<file path="config.mk">
export PLATFORM = sky130hd
export DESIGN_NAME = i2c_slave_regbank
export DESIGN_NICKNAME = d
export VERILOG_FILES = /design/src/rtl/i2c_pkg.sv /design/src/rtl/i2c_bus_monitor.sv /design/src/rtl/i2c_slave_regbank.sv
export SDC_FILE = /design/constraint.sdc
export NUM_CORES = 1
export LEC_CHECK = 0
export BUFFER_PORTS_ARGS = -buffer_cell sky130_fd_sc_hd__buf_4
export CAP_MARGIN = 25
export CORE_MARGIN = 1
export CORE_UTILIZATION = 50
export CTS_CLUSTER_DIAMETER = 120
export DETAILED_ROUTE_END_ITERATION = 8
export PLACE_DENSITY = 0.65
export SYNTH_ARGS = -nofsm -noshare
export SYNTH_HDL_FRONTEND = slang
export SYNTH_SLANG_ARGS = --single-unit
</file>
<file path="constraint.sdc">
create_clock -name clk -period 3.3 [get_ports clk]
set_input_delay 0.495 -clock clk [delete_from_list [all_inputs] [get_ports clk]]
set_output_delay 0.495 -clock clk [all_outputs]
set_load 0.05 [all_outputs]
</file>
<file path="src/rtl/i2c_pkg.sv">
// Shared I2C definitions used by the slave register bank (and by a future
// master): FSM state encoding, ACK/NACK bus levels and bit-counter width.
package i2c_pkg;

  typedef enum logic [3:0] {
    IDLE,
    DEV_ADDR,
    DEV_ACK,
    REG_PTR,
    PTR_ACK,
    WR_DATA,
    WR_ACK,
    STRETCH,
    RD_DATA,
    RD_ACK,
    WAIT_STOP
  } state_e;

  // Level seen on SDA during the 9th clock of a byte.
  localparam logic ACK  = 1'b0;
  localparam logic NACK = 1'b1;

  // Counts 0..8 bits of a byte; 8 means "byte complete, waiting for SCL fall".
  localparam int BIT_CNT_W = 4;
  localparam logic [BIT_CNT_W-1:0] LAST_BIT  = BIT_CNT_W'(7);
  localparam logic [BIT_CNT_W-1:0] BYTE_DONE = BIT_CNT_W'(8);

endpackage

</file>
<file path="src/rtl/i2c_bus_monitor.sv">
// I2C bus monitor: brings SCL/SDA into the clk domain and detects bus events.
// Ports:
//   clk, rst            system clock, synchronous active-high reset
//   scl_in, sda_in      raw bus levels (asynchronous)
//   sda                 synchronised SDA level
//   scl_rise, scl_fall  one-cycle strobes on synchronised SCL edges
//   start_det, stop_det one-cycle strobes for START / STOP conditions
module i2c_bus_monitor (
  input  logic clk,
  input  logic rst,
  input  logic scl_in,
  input  logic sda_in,
  output logic sda,
  output logic scl_rise,
  output logic scl_fall,
  output logic start_det,
  output logic stop_det
);

  logic [1:0] scl_sync_q, scl_sync_d;
  logic [1:0] sda_sync_q, sda_sync_d;
  logic       scl_prev_q, scl_prev_d;
  logic       sda_prev_q, sda_prev_d;
  logic       scl;

  assign scl = scl_sync_q[1];
  assign sda = sda_sync_q[1];

  always_comb begin
    scl_sync_d = {scl_sync_q[0], scl_in};
    sda_sync_d = {sda_sync_q[0], sda_in};
    scl_prev_d = scl;
    sda_prev_d = sda;
  end

  // Idle bus is high on both lines, so everything resets to 1 to avoid
  // spurious edges right after reset.
  always_ff @(posedge clk) begin
    if (rst) begin
      scl_sync_q <= 2'b11;
      sda_sync_q <= 2'b11;
      scl_prev_q <= 1'b1;
      sda_prev_q <= 1'b1;
    end else begin
      scl_sync_q <= scl_sync_d;
      sda_sync_q <= sda_sync_d;
      scl_prev_q <= scl_prev_d;
      sda_prev_q <= sda_prev_d;
    end
  end

  assign scl_rise  =  scl & ~scl_prev_q;
  assign scl_fall  = ~scl &  scl_prev_q;
  // SCL must be high on both samples so an SDA change racing an SCL edge
  // is not mistaken for START/STOP.
  assign start_det = scl & scl_prev_q &  sda_prev_q & ~sda;
  assign stop_det  = scl & scl_prev_q & ~sda_prev_q &  sda;

endmodule

</file>
<file path="src/rtl/i2c_slave_regbank.sv">
// I2C slave exposing REG_DEPTH 8-bit registers.
// Write: START, addr+W, register pointer, data bytes..., STOP.
// Read : START, addr+R, data bytes from current pointer..., STOP.
// Ports:
//   clk, rst              system clock, synchronous active-high reset
//   scl_in, sda_in        bus levels (asynchronous)
//   scl_oe, sda_oe        1 = pull line low (open drain)
//   stretch_en            hold SCL low STRETCH_CYCLES after each write-data ACK
//   host_addr/host_rdata  combinational side-band read (out of range -> 0)
//   wr_pulse/addr/data    one-cycle notification of each I2C register write
//   busy                  transaction in progress (START .. STOP)
module i2c_slave_regbank
  import i2c_pkg::*;
#(
  parameter logic [6:0] SLAVE_ADDR     = 7'h42,
  parameter int         REG_DEPTH      = 16,
  parameter int         STRETCH_CYCLES = 64
) (
  input  logic       clk,
  input  logic       rst,
  input  logic       scl_in,
  input  logic       sda_in,
  output logic       scl_oe,
  output logic       sda_oe,
  input  logic       stretch_en,
  input  logic [7:0] host_addr,
  output logic [7:0] host_rdata,
  output logic       wr_pulse,
  output logic [7:0] wr_addr,
  output logic [7:0] wr_data,
  output logic       busy
);

  localparam int PTR_W = (REG_DEPTH > 2) ? $clog2(REG_DEPTH) : 1;
  localparam int STR_W = (STRETCH_CYCLES > 2) ? $clog2(STRETCH_CYCLES) : 1;
  localparam logic [PTR_W-1:0] PTR_LAST = PTR_W'(REG_DEPTH - 1);
  localparam logic [STR_W-1:0] STR_LAST = STR_W'(STRETCH_CYCLES - 1);
  localparam logic [8:0]       DEPTH9   = 9'(REG_DEPTH);

  logic sda, scl_rise, scl_fall, start_det, stop_det;

  i2c_bus_monitor u_mon (
    .clk       (clk),
    .rst       (rst),
    .scl_in    (scl_in),
    .sda_in    (sda_in),
    .sda       (sda),
    .scl_rise  (scl_rise),
    .scl_fall  (scl_fall),
    .start_det (start_det),
    .stop_det  (stop_det)
  );

  state_e               state_q, state_d;
  logic [BIT_CNT_W-1:0] cnt_q, cnt_d;
  logic [6:0]           rx_q, rx_d;     // bits received so far
  logic [6:0]           tx_q, tx_d;     // read bits not yet on the bus
  logic                 rw_q, rw_d;
  logic [PTR_W-1:0]     ptr_q, ptr_d;
  logic                 sda_oe_q, sda_oe_d;
  logic                 scl_oe_q, scl_oe_d;
  logic [STR_W-1:0]     str_cnt_q, str_cnt_d;
  logic                 wr_pulse_q, wr_pulse_d;
  logic [7:0]           wr_addr_q, wr_addr_d;
  logic [7:0]           wr_data_q, wr_data_d;
  logic [7:0]           regs_q [REG_DEPTH];
  logic [7:0]           regs_d [REG_DEPTH];

  logic [7:0] rx_byte;
  logic [7:0] rd_byte;

  assign rx_byte = {rx_q, sda};
  assign rd_byte = regs_q[ptr_q];

  function automatic logic [PTR_W-1:0] ptr_inc(input logic [PTR_W-1:0] p);
    return (p == PTR_LAST) ? '0 : p + PTR_W'(1);
  endfunction

  // Reads the flops directly, so a same-cycle I2C write shows the old value.
  always_comb begin
    host_rdata = 8'h00;
    if ({1'b0, host_addr} < DEPTH9) host_rdata = regs_q[host_addr[PTR_W-1:0]];
  end

  always_comb begin
    state_d    = state_q;
    cnt_d      = cnt_q;
    rx_d       = rx_q;
    tx_d       = tx_q;
    rw_d       = rw_q;
    ptr_d      = ptr_q;
    sda_oe_d   = sda_oe_q;
    scl_oe_d   = scl_oe_q;
    str_cnt_d  = str_cnt_q;
    wr_pulse_d = 1'b0;
    wr_addr_d  = wr_addr_q;
    wr_data_d  = wr_data_q;
    regs_d     = regs_q;

    if (stop_det) begin
      state_d  = IDLE;
      cnt_d    = '0;
      sda_oe_d = 1'b0;
      scl_oe_d = 1'b0;
    end else if (start_det) begin
      // Also covers repeated START; pointer is left untouched.
      state_d  = DEV_ADDR;
      cnt_d    = '0;
      sda_oe_d = 1'b0;
      scl_oe_d = 1'b0;
    end else begin
      unique case (state_q)
        DEV_ADDR, REG_PTR, WR_DATA: begin
          if (scl_rise && cnt_q != BYTE_DONE) begin
            rx_d  = rx_byte[6:0];
            cnt_d = cnt_q + BIT_CNT_W'(1);
            if (cnt_q == LAST_BIT) begin
              if (state_q == DEV_ADDR) begin
                if (rx_byte[7:1] != SLAVE_ADDR) state_d = WAIT_STOP;
                else                            rw_d    = rx_byte[0];
              end else if (state_q == REG_PTR) begin
                if ({1'b0, rx_byte} < DEPTH9) ptr_d   = rx_byte[PTR_W-1:0];
                else                          state_d = WAIT_STOP;
              end else begin
                regs_d[ptr_q] = rx_byte;
                wr_pulse_d    = 1'b1;
                wr_addr_d     = 8'(ptr_q);
                wr_data_d     = rx_byte;
                ptr_d         = ptr_inc(ptr_q);
              end
            end
          end else if (scl_fall && cnt_q == BYTE_DONE) begin
            // Byte accepted: pull SDA to the ACK level for the 9th clock.
            sda_oe_d = ~ACK;
            cnt_d    = '0;
            if (state_q == DEV_ADDR)     state_d = DEV_ACK;
            else if (state_q == REG_PTR) state_d = PTR_ACK;
            else                         state_d = WR_ACK;
          end
        end

        DEV_ACK: begin
          if (scl_fall) begin
            cnt_d = '0;
            if (rw_q) begin
              state_d  = RD_DATA;
              tx_d     = rd_byte[6:0];
              sda_oe_d = ~rd_byte[7];
            end else begin
              state_d  = REG_PTR;
              sda_oe_d = 1'b0;
            end
          end
        end

        PTR_ACK: begin
          if (scl_fall) begin
            state_d  = WR_DATA;
            sda_oe_d = 1'b0;
            cnt_d    = '0;
          end
        end

        WR_ACK: begin
          if (scl_fall) begin
            sda_oe_d = 1'b0;
            cnt_d    = '0;
            if (stretch_en) begin
              state_d   = STRETCH;
              scl_oe_d  = 1'b1;
              str_cnt_d = '0;
            end else begin
              state_d = WR_DATA;
            end
          end
        end

        // scl_oe is high on every cycle spent here, counted 0..STRETCH_CYCLES-1.
        STRETCH: begin
          if (str_cnt_q == STR_LAST) begin
            scl_oe_d = 1'b0;
            state_d  = WR_DATA;
          end else begin
            str_cnt_d = str_cnt_q + STR_W'(1);
          end
        end

        // Bit 7 is already on SDA on entry; each rise is one bit consumed.
        RD_DATA: begin
          if (scl_rise && cnt_q != BYTE_DONE) begin
            cnt_d = cnt_q + BIT_CNT_W'(1);
          end else if (scl_fall) begin
            if (cnt_q == BYTE_DONE) begin
              sda_oe_d = 1'b0;
              state_d  = RD_ACK;
              cnt_d    = '0;
              ptr_d    = ptr_inc(ptr_q);
            end else begin
              sda_oe_d = ~tx_q[6];
              tx_d     = {tx_q[5:0], 1'b0};
            end
          end
        end

        // cnt_q==1 marks "master ACKed, send next byte on the coming fall".
        RD_ACK: begin
          if (scl_rise) begin
            if (sda == NACK) state_d = WAIT_STOP;
            else             cnt_d   = BIT_CNT_W'(1);
          end else if (scl_fall && cnt_q == BIT_CNT_W'(1)) begin
            state_d  = RD_DATA;
            cnt_d    = '0;
            tx_d     = rd_byte[6:0];
            sda_oe_d = ~rd_byte[7];
          end
        end

        default: ;  // IDLE, WAIT_STOP: only START/STOP matter
      endcase
    end
  end

  always_ff @(posedge clk) begin
    if (rst) begin
      state_q    <= IDLE;
      cnt_q      <= '0;
      rx_q       <= '0;
      tx_q       <= '0;
      rw_q       <= 1'b0;
      ptr_q      <= '0;
      sda_oe_q   <= 1'b0;
      scl_oe_q   <= 1'b0;
      str_cnt_q  <= '0;
      wr_pulse_q <= 1'b0;
      wr_addr_q  <= 8'h00;
      wr_data_q  <= 8'h00;
      for (int i = 0; i < REG_DEPTH; i++) regs_q[i] <= 8'h00;
    end else begin
      state_q    <= state_d;
      cnt_q      <= cnt_d;
      rx_q       <= rx_d;
      tx_q       <= tx_d;
      rw_q       <= rw_d;
      ptr_q      <= ptr_d;
      sda_oe_q   <= sda_oe_d;
      scl_oe_q   <= scl_oe_d;
      str_cnt_q  <= str_cnt_d;
      wr_pulse_q <= wr_pulse_d;
      wr_addr_q  <= wr_addr_d;
      wr_data_q  <= wr_data_d;
      regs_q     <= regs_d;
    end
  end

  assign sda_oe   = sda_oe_q;
  assign scl_oe   = scl_oe_q;
  assign wr_pulse = wr_pulse_q;
  assign wr_addr  = wr_addr_q;
  assign wr_data  = wr_data_q;
  assign busy     = (state_q != IDLE);

endmodule

</file>
==> metrics.csv, run 1 <==
stage,metric,value,unit
synthesis,top cells by instance count after synthesis,"dfxtp_1 (182), nor2_1 (173), mux2i_1 (155)",
floorplan,site row count,50,
synthesis,fraction of the yosys area taken by sequential cells,37.0,%
synthesis,Ys Warns,0,
global_route,vias in the first global route,6928,
drt,drt drc,0,
global_route,first-pass GRT wire length,40600,um
critical_path,WP data arrival,2.34,ns
synthesis,post-synthesis compound-gate area fraction,6.61,%
synthesis,largest family of logic cells by synthesized area,multiplexers,
finish,Antenna Cells,0,
power,PD cells,509,nW/um^2
cts,clock-pin slew on the worst setup and hold paths,0.07,ns
cts,CTS buffer count,17,
synthesis,Mapped Area,9850,um^2
drt,detailed-route wire length,25500,um
place,Area after DPL,10400,um^2
synthesis,#FFs+latches synth,182,
finish,Post-Layout Inst Area,11000,um^2
synthesis,multiplexer share of the synthesized area,32.7,%
outcome,status,"finished, final reports clean",
synthesis,Synth Area in XOR/XNOR,0.712,%
synthesis,post-synth top area cell,dfxtp_1,
sta,unrepaired setup endpoints after global routing,false,
sta,Final Hold Vio Count,0,
synthesis,Synth Area in Simple Gates,17.5,%
cts,clock tree from TritonCTS,done,
sta,Slew @ Worst Pin,0.896,ns
synthesis,average size of a mapped cell,10.6,um^2
cts,H-tree levels,4,
global_route,total track usage,26.8,%
synthesis,Post-synth EDFFs,0,
cts,hold buffers post-CTS,0,
critical_path,"Critical Path, Cell by Cell","buf_4, buf_12, mux4_2, mux4_2, nor2b_1, buf_4",
cts,clk sink count,182,
drt,vias,7301,
cts,cts repair resizes,0,
finish,final net count,961,
run,Max Cap Viol,0,
floorplan,initial core utilization,51.8,%
critical_path,worst path required time,2.80,ns
place,PortBufs,36,
drt,number of routed nets with antenna violations,0,
drt,drt initial violations,730,
power,P_leak,4.88,nW
floorplan,Top Ports,41,
power,Peak VDD IR,326,uV
cts,root buffer selected by CTS,clkbuf_16,
floorplan,Die Span Y,142,um
synthesis,ys flop type,dfxtp_1,
finish,Layout area overhead,11.7,%
global_route,Overflow after GRT,0,
synthesis,"top cells by area, synth","dfxtp_1 (37%), mux4_2 (17%), mux2i_1 (16%)",
floorplan,die width,142,um
sta,setup violation total in the final timing report,0,
worst_hold_path,worst min-delay path category,in -> reg,
floorplan,die footprint,20300,um^2
finish,share of layout cells above drive strength 1,22.9,%
synthesis,post-synthesis adder-cell area fraction,1.12,%
critical_path,r2r setup slk,0.58,ns
synthesis,leading cell type by number of instances after synthesis,dfxtp_1,
synthesis,top cell type's share of synthesized area,37.0,%
critical_path,Setup crit start kind,input pin,
drt,drt pass-1 iters,5,
critical_path,Slowest cell on crit path,mux4_2,
place,GP Congestion,0.958,
sta,Slew headroom,40.2,%
sta,skew final,0.0114,ns
floorplan,core footprint,19000,um^2
sta,Tcrit/Tclk final,85.9,%
sta,setup_tns,0,ns
global_route,largest net degree at the start of global routing,77,
cts,clk buf depth,2,
cts,buffer count from post-CTS setup fixing,0,
sta,fin crit period,2.83,ns
place,DP Wirelength,16800,um
critical_path,"slowest stage delay, CP",0.53,ns
sta,f_max,353,MHz
critical_path,Critical Path Sink Type,output port,
critical_path,CP Class,in -> out,
synthesis,Cells after Synth,933,
global_route,antenna violations before repair,0,
critical_path,crit-path max FO,16,
drt,WL/cell,21.0,um
synthesis,post-synth cell types,71,
drt,Via density,6.02,
sta,Pins Over Slew Limit,0,
cts,Clock Latency Late Sink,0.44,ns
synthesis,ys async rst share,0,%
==> logic make-up (layout without fill, tap and decap cells) <==
| logic type | count (synthesis) | count (layout) |
|---|---|---|
| flops | 182 | 182 |
| buf+inv | 99 | 116 |
| compound gates | 86 | 86 |
| fa+ha+maj | 9 | 9 |
| simple gates | 319 | 319 |
| xor+xnor | 8 | 8 |
| other cells | 1 | 4 |
| mux | 229 | 229 |
==> critical path, delay by kind of cell <==
| kind | cells | cell delay, ns |
|---|---|---|
| multiplexers | 2 | 1.02 |
| AND/OR/NAND/NOR | 1 | 0.14 |
| buffers and inverters | 3 | 0.67 |
==> cells in the final DEF, fill, tap and decap left out, types with 11 or more instances in the layout <==
cell type / Yosys / final
nand2_1: 34 / 34
buf_4: 5 / 71
nand3_1: 13 / 13
mux4_2: 74 / 74
mux2i_1: 155 / 155
nor2_1: 173 / 173
nor2b_1: 17 / 17
a21oi_1: 19 / 19
dfxtp_1: 182 / 180
clkbuf_16: 0 / 17
inv_1: 11 / 11
==> report_power, final <==
part | internal (mW) | total, mW | switching [mW] | leakage, nW
registers | 2.26 | 2.33 | 0.0790 | 1.47
clock network | 1.15 | 2.13 | 0.979 | 0.291
logic | 0.417 | 1.13 | 0.715 | 3.12
==> flip-flops by register name (all words and copies together) (netlist names), 2 cells and up <==
signal / flops
wr_addr: 4
wr_data: 8
u_mon.scl_sync_q: 2
ptr_q: 4
regs_q: 128
rx_q: 7
str_cnt_q: 6
state_q: 4
u_mon.sda_sync_q: 2
tx_q: 7
cnt_q: 4
==> stage by stage <==
stage               power [mW]  worst slack [ns]  utilization, %  cells  hold slack [ns]
floorplan                 3.21             0.529               -    936            0.389
global placement          3.51             0.462            54.6   1181            0.393
detailed placement        3.50             0.450            54.6   1181            0.396
CTS                       5.61             0.448            57.8   1213            0.224
global route              5.84             0.403            57.8   1213            0.239
finish                    5.60             0.465            57.8   1213            0.236
==> path summary, 6_finish.rpt <==
check | depth (start not counted) | startpoint | to
worst max-delay path | 6 | host_addr[0] | host_rdata[2]
worst min-delay path | 2 | scl_in | u_mon.scl_sync_q[0]$_SDFF_PP1_
worst max register to register | 8 | cnt_q[0]$_SDFFE_PP0P_ | regs_q[67]$_SDFFE_PP0P_
worst min register to register | 1 | u_mon.scl_sync_q[0]$_SDFF_PP1_ | u_mon.scl_sync_q[1]$_SDFF_PP1_
==> metal layers <==
layer / GRT usage (%) / share of wire, % / vias to the layer above / routed length [um]
li1: - / - / 3436 / -
met1: 36.7 / 45 / 3590 / 11500
met2: 41.4 / 47 / 223 / 11900
met3: 6.19 / 5.7 / 52 / 1450
met4: 9.73 / 2.6 / 0 / 676
met5: 0 / 0 / - / 0
==> final cells by class <==
type                    count  area, um^2
well taps                 260         325
inverters                  11        41.3
fillers                  1648        8020
flip-flops and latches    182        3650
clock buffers              17         425
clock inverters            15         188
repair buffers             73         573
multi-input cells         655        5800
Power figures use the tool's default switching activity.
==> run 2, diff against run 1 <==
- SYNTH_HIERARCHICAL: unset -> 1
==> metrics.csv, run 2 <==
stage,metric,value,unit,change
synthesis,post-synth cell types,74,,+4.2%
worst_hold_path,Hold Path Depth,2,,unchanged
synthesis,Cells after Synth,1122,,+20%
place,GP Congestion,0.936,,-2.3%
finish,share of layout cells above drive strength 1,18.9,%,-4.0 points
finish,Post-Layout Inst Area,11100,um^2,+0.66%
power,PD cells,458,nW/um^2,-10%
global_route,largest net degree at the start of global routing,69,,-10%
critical_path,CP Class,in -> out,,
cts,cts repair resizes,0,,unchanged
finish,max reg flops,128,,unchanged
drt,number of routed nets with antenna violations,0,,unchanged
place,post-placement cell count,1333,,+13%
global_route,first-pass GRT wire length,47300,um,+16%
power,sequential group share of total power,45.0,%,+3.3 points
sta,skew final,0.00886,ns,-0.00256 ns
critical_path,Setup crit start kind,input pin,,
synthesis,top cell type's share of synthesized area,36.2,%,-0.77 points
cts,buffer count from post-CTS setup fixing,0,,unchanged
synthesis,Mapped Area,10100,um^2,+2.1%
synthesis,average size of a mapped cell,8.96,um^2,-15%
finish,Layout area overhead,10.1,%,
synthesis,Ys Warns,6,,+6
run,Max Cap Viol,0,,unchanged
critical_path,r2r setup slk,0.83,ns,+0.25 ns
floorplan,die footprint,20700,um^2,+2.1%
cts,clk buf depth,2,,unchanged
synthesis,ys flop type,dfxtp_1,,
drt,Via density,6.62,,+10%
synthesis,top cells by instance count after synthesis,"dfxtp_1 (182), a21oi_1 (156), nand3_1 (135)",,
finish,Antenna Cells,0,,unchanged
synthesis,#FFs+latches synth,182,,unchanged
drt,WL/cell,21.8,um,+3.4%
critical_path,Critical Path Sink Type,output port,,
floorplan,site row count,51,,+2.0%
cts,Clock Latency Late Sink,0.44,ns,about the same
place,PortBufs,36,,unchanged
power,Peak VDD IR,355,uV,+9.1%
floorplan,initial core utilization,51.3,%,-0.44 points
floorplan,die width,144,um,+1.0%
power,Int Pwr,3.56,mW,-6.9%
global_route,vias in the first global route,8386,,+21%
global_route,total track usage,30.0,%,+3.1 points
power,switching share of power,29.8,%,-1.9 points
synthesis,"top cells by area, synth","dfxtp_1 (36%), mux4_2 (16%), a21oi_1 (7.8%)",,
drt,vias,9034,,+24%
finish,post-route insts no fill,1365,,+13%
place,Area after DPL,10500,um^2,+0.88%
worst_hold_path,worst min-delay path category,in -> reg,,
sta,Final Hold Vio Count,0,,unchanged
finish,filler cell count in the final layout,1812,,+10%
critical_path,Worst Reg-to-Reg Cells,9,,+1
finish,"Most flops, register",regs_q,,
drt,detailed-route wire length,29700,um,+16%
finish,most frequent cells in the layout,"dfxtp_1 (180), a21oi_1 (156), nand3_1 (135)",,
synthesis,ys async rst share,0,%,unchanged
sta,unrepaired setup endpoints after global routing,false,,
critical_path,worst reg2reg startpoint,cnt_q[0]$_SDFFE_PP0P_,,
sta,fin crit period,2.80,ns,-0.0363 ns
synthesis,fraction of the yosys area taken by sequential cells,36.2,%,-0.77 points
power,Gate power share,14.2,%,-6.0 points
cts,H-tree levels,4,,unchanged
finish,fin util,56.5,%,-1.3 points
synthesis,Post-synth EDFFs,0,,unchanged
synthesis,post-synth top area cell,dfxtp_1,,
drt,drt pass-1 iters,5,,unchanged
drt,drt initial violations,808,,+11%
sta,final hold slack,0.232,ns,-0.00378 ns
sta,setup_tns,0,ns,unchanged
global_route,Overflow after GRT,0,,unchanged
sta,Slew headroom,50.9,%,+11 points
worst_hold_path,min-delay src,scl_in,,
cts,root buffer selected by CTS,clkbuf_16,,
sta,f_max,357,MHz,+1.3%
cts,clock tree from TritonCTS,done,,
critical_path,WP data arrival,2.30,ns,-0.04 ns
critical_path,reg2reg end,regs_q[56]$_SDFFE_PP0P_,,
outcome,status,"finished, final reports clean",,
global_route,antenna violations before repair,0,,unchanged
floorplan,Die Span Y,144,um,+1.0%
cts,clock-pin slew on the worst setup and hold paths,0.07,ns,about the same
sta,setup violation total in the final timing report,0,,unchanged
power,Clock power frac,40.7,%,+2.6 points
critical_path,worst path required time,2.80,ns,about the same
cts,hold buffers post-CTS,0,,unchanged
synthesis,leading cell type by number of instances after synthesis,dfxtp_1,,
worst_hold_path,worst hold endpoint,u_mon/scl_sync_q[0]$_SDFF_PP1_,,
drt,drt drc,0,,unchanged
floorplan,Top Ports,41,,unchanged
sta,Pins Over Slew Limit,0,,unchanged
power,Switch Pwr,1.51,mW,-15%
sta,Tcrit/Tclk final,84.8,%,-1.1 points
floorplan,core footprint,19600,um^2,+3.0%
finish,final net count,1108,,+15%
critical_path,crit-path max FO,32,,+16
sta,Slew @ Worst Pin,0.736,ns,-0.160 ns
place,DP Wirelength,17900,um,+6.1%
power,P_leak,3.43,nW,-30%
cts,CTS buffer count,17,,unchanged
cts,clk sink count,182,,unchanged
finish,"most common cell after layout, fill and taps aside",dfxtp_1,,
## run 2: final cells by class
cell class              count  area, um^2  area share, %
clock buffers              17         425           3.84
clock inverters            15         169           1.53
inverters                  12        45.0          0.407
multi-input cells         794        5810           52.5
flip-flops and latches    182        3650           32.9
well taps                 265         332           3.00
repair buffers             80         638           5.77
## run 2: how the worst max path moves through the flow
stage	depth (start not counted)	endpoint	startpoint
2_1_floorplan	5	host_rdata[0]	host_addr[0]
3_3_place_gp	6	host_rdata[6]	host_addr[0]
3_5_place_dp	6	host_rdata[6]	host_addr[0]
4_1_cts	6	host_rdata[6]	host_addr[0]
5_1_grt	6	host_rdata[6]	host_addr[0]
6_report	6	host_rdata[6]	host_addr[0]
## run 2: cell families after synthesis
kind of cell	Yosys count	share of synthesized area, %
AOI/OAI and AO/OA	366	20.2
and+or+nand+nor	306	16.2
DFF	182	36.2
buffers and inverters	149	6.30
muxes	106	19.6
adders and majority gates	8	0.995
xor gates and xnor gates	4	0.348
other	1	0.0373
## run 2: metrics by stage
step                power [mW]  setup WS [ns]
detailed placement        3.04          0.496
global route              5.24          0.449
CTS                       5.07          0.496
finish                    5.07          0.502
floorplan                 2.88          0.529
global placement          3.04          0.533
## run 2: metal layers
| metal | routed length (um) | vias to the layer above | part of all wire (%) | track usage, % |
|---|---|---|---|---|
| li1 | - | 4110 | - | - |
| met1 | 12900 | 4483 | 43 | 40.6 |
| met2 | 13800 | 381 | 46 | 47.0 |
| met3 | 2300 | 60 | 7.7 | 6.43 |
| met4 | 748 | 0 | 2.5 | 10.4 |
| met5 | 0 | - | 0 | 0 |
## run 2: power by group through the flow
stage	registers (mW)	clock network, mW	logic (mW)
after global routing	2.29	2.18	0.781
after detailed placement	2.33	0	0.712
after floorplan	2.31	0	0.569
final	2.28	2.06	0.722
after global placement	2.33	0	0.713
after CTS	2.28	2.07	0.715
## run 2: worst max-delay path, stage by stage
cell and delay [ns]:
buf_4 0.09, buf_12 0.24, mux4_2 0.54, mux4_2 0.54
nor2b_1 0.17, buf_4 0.20
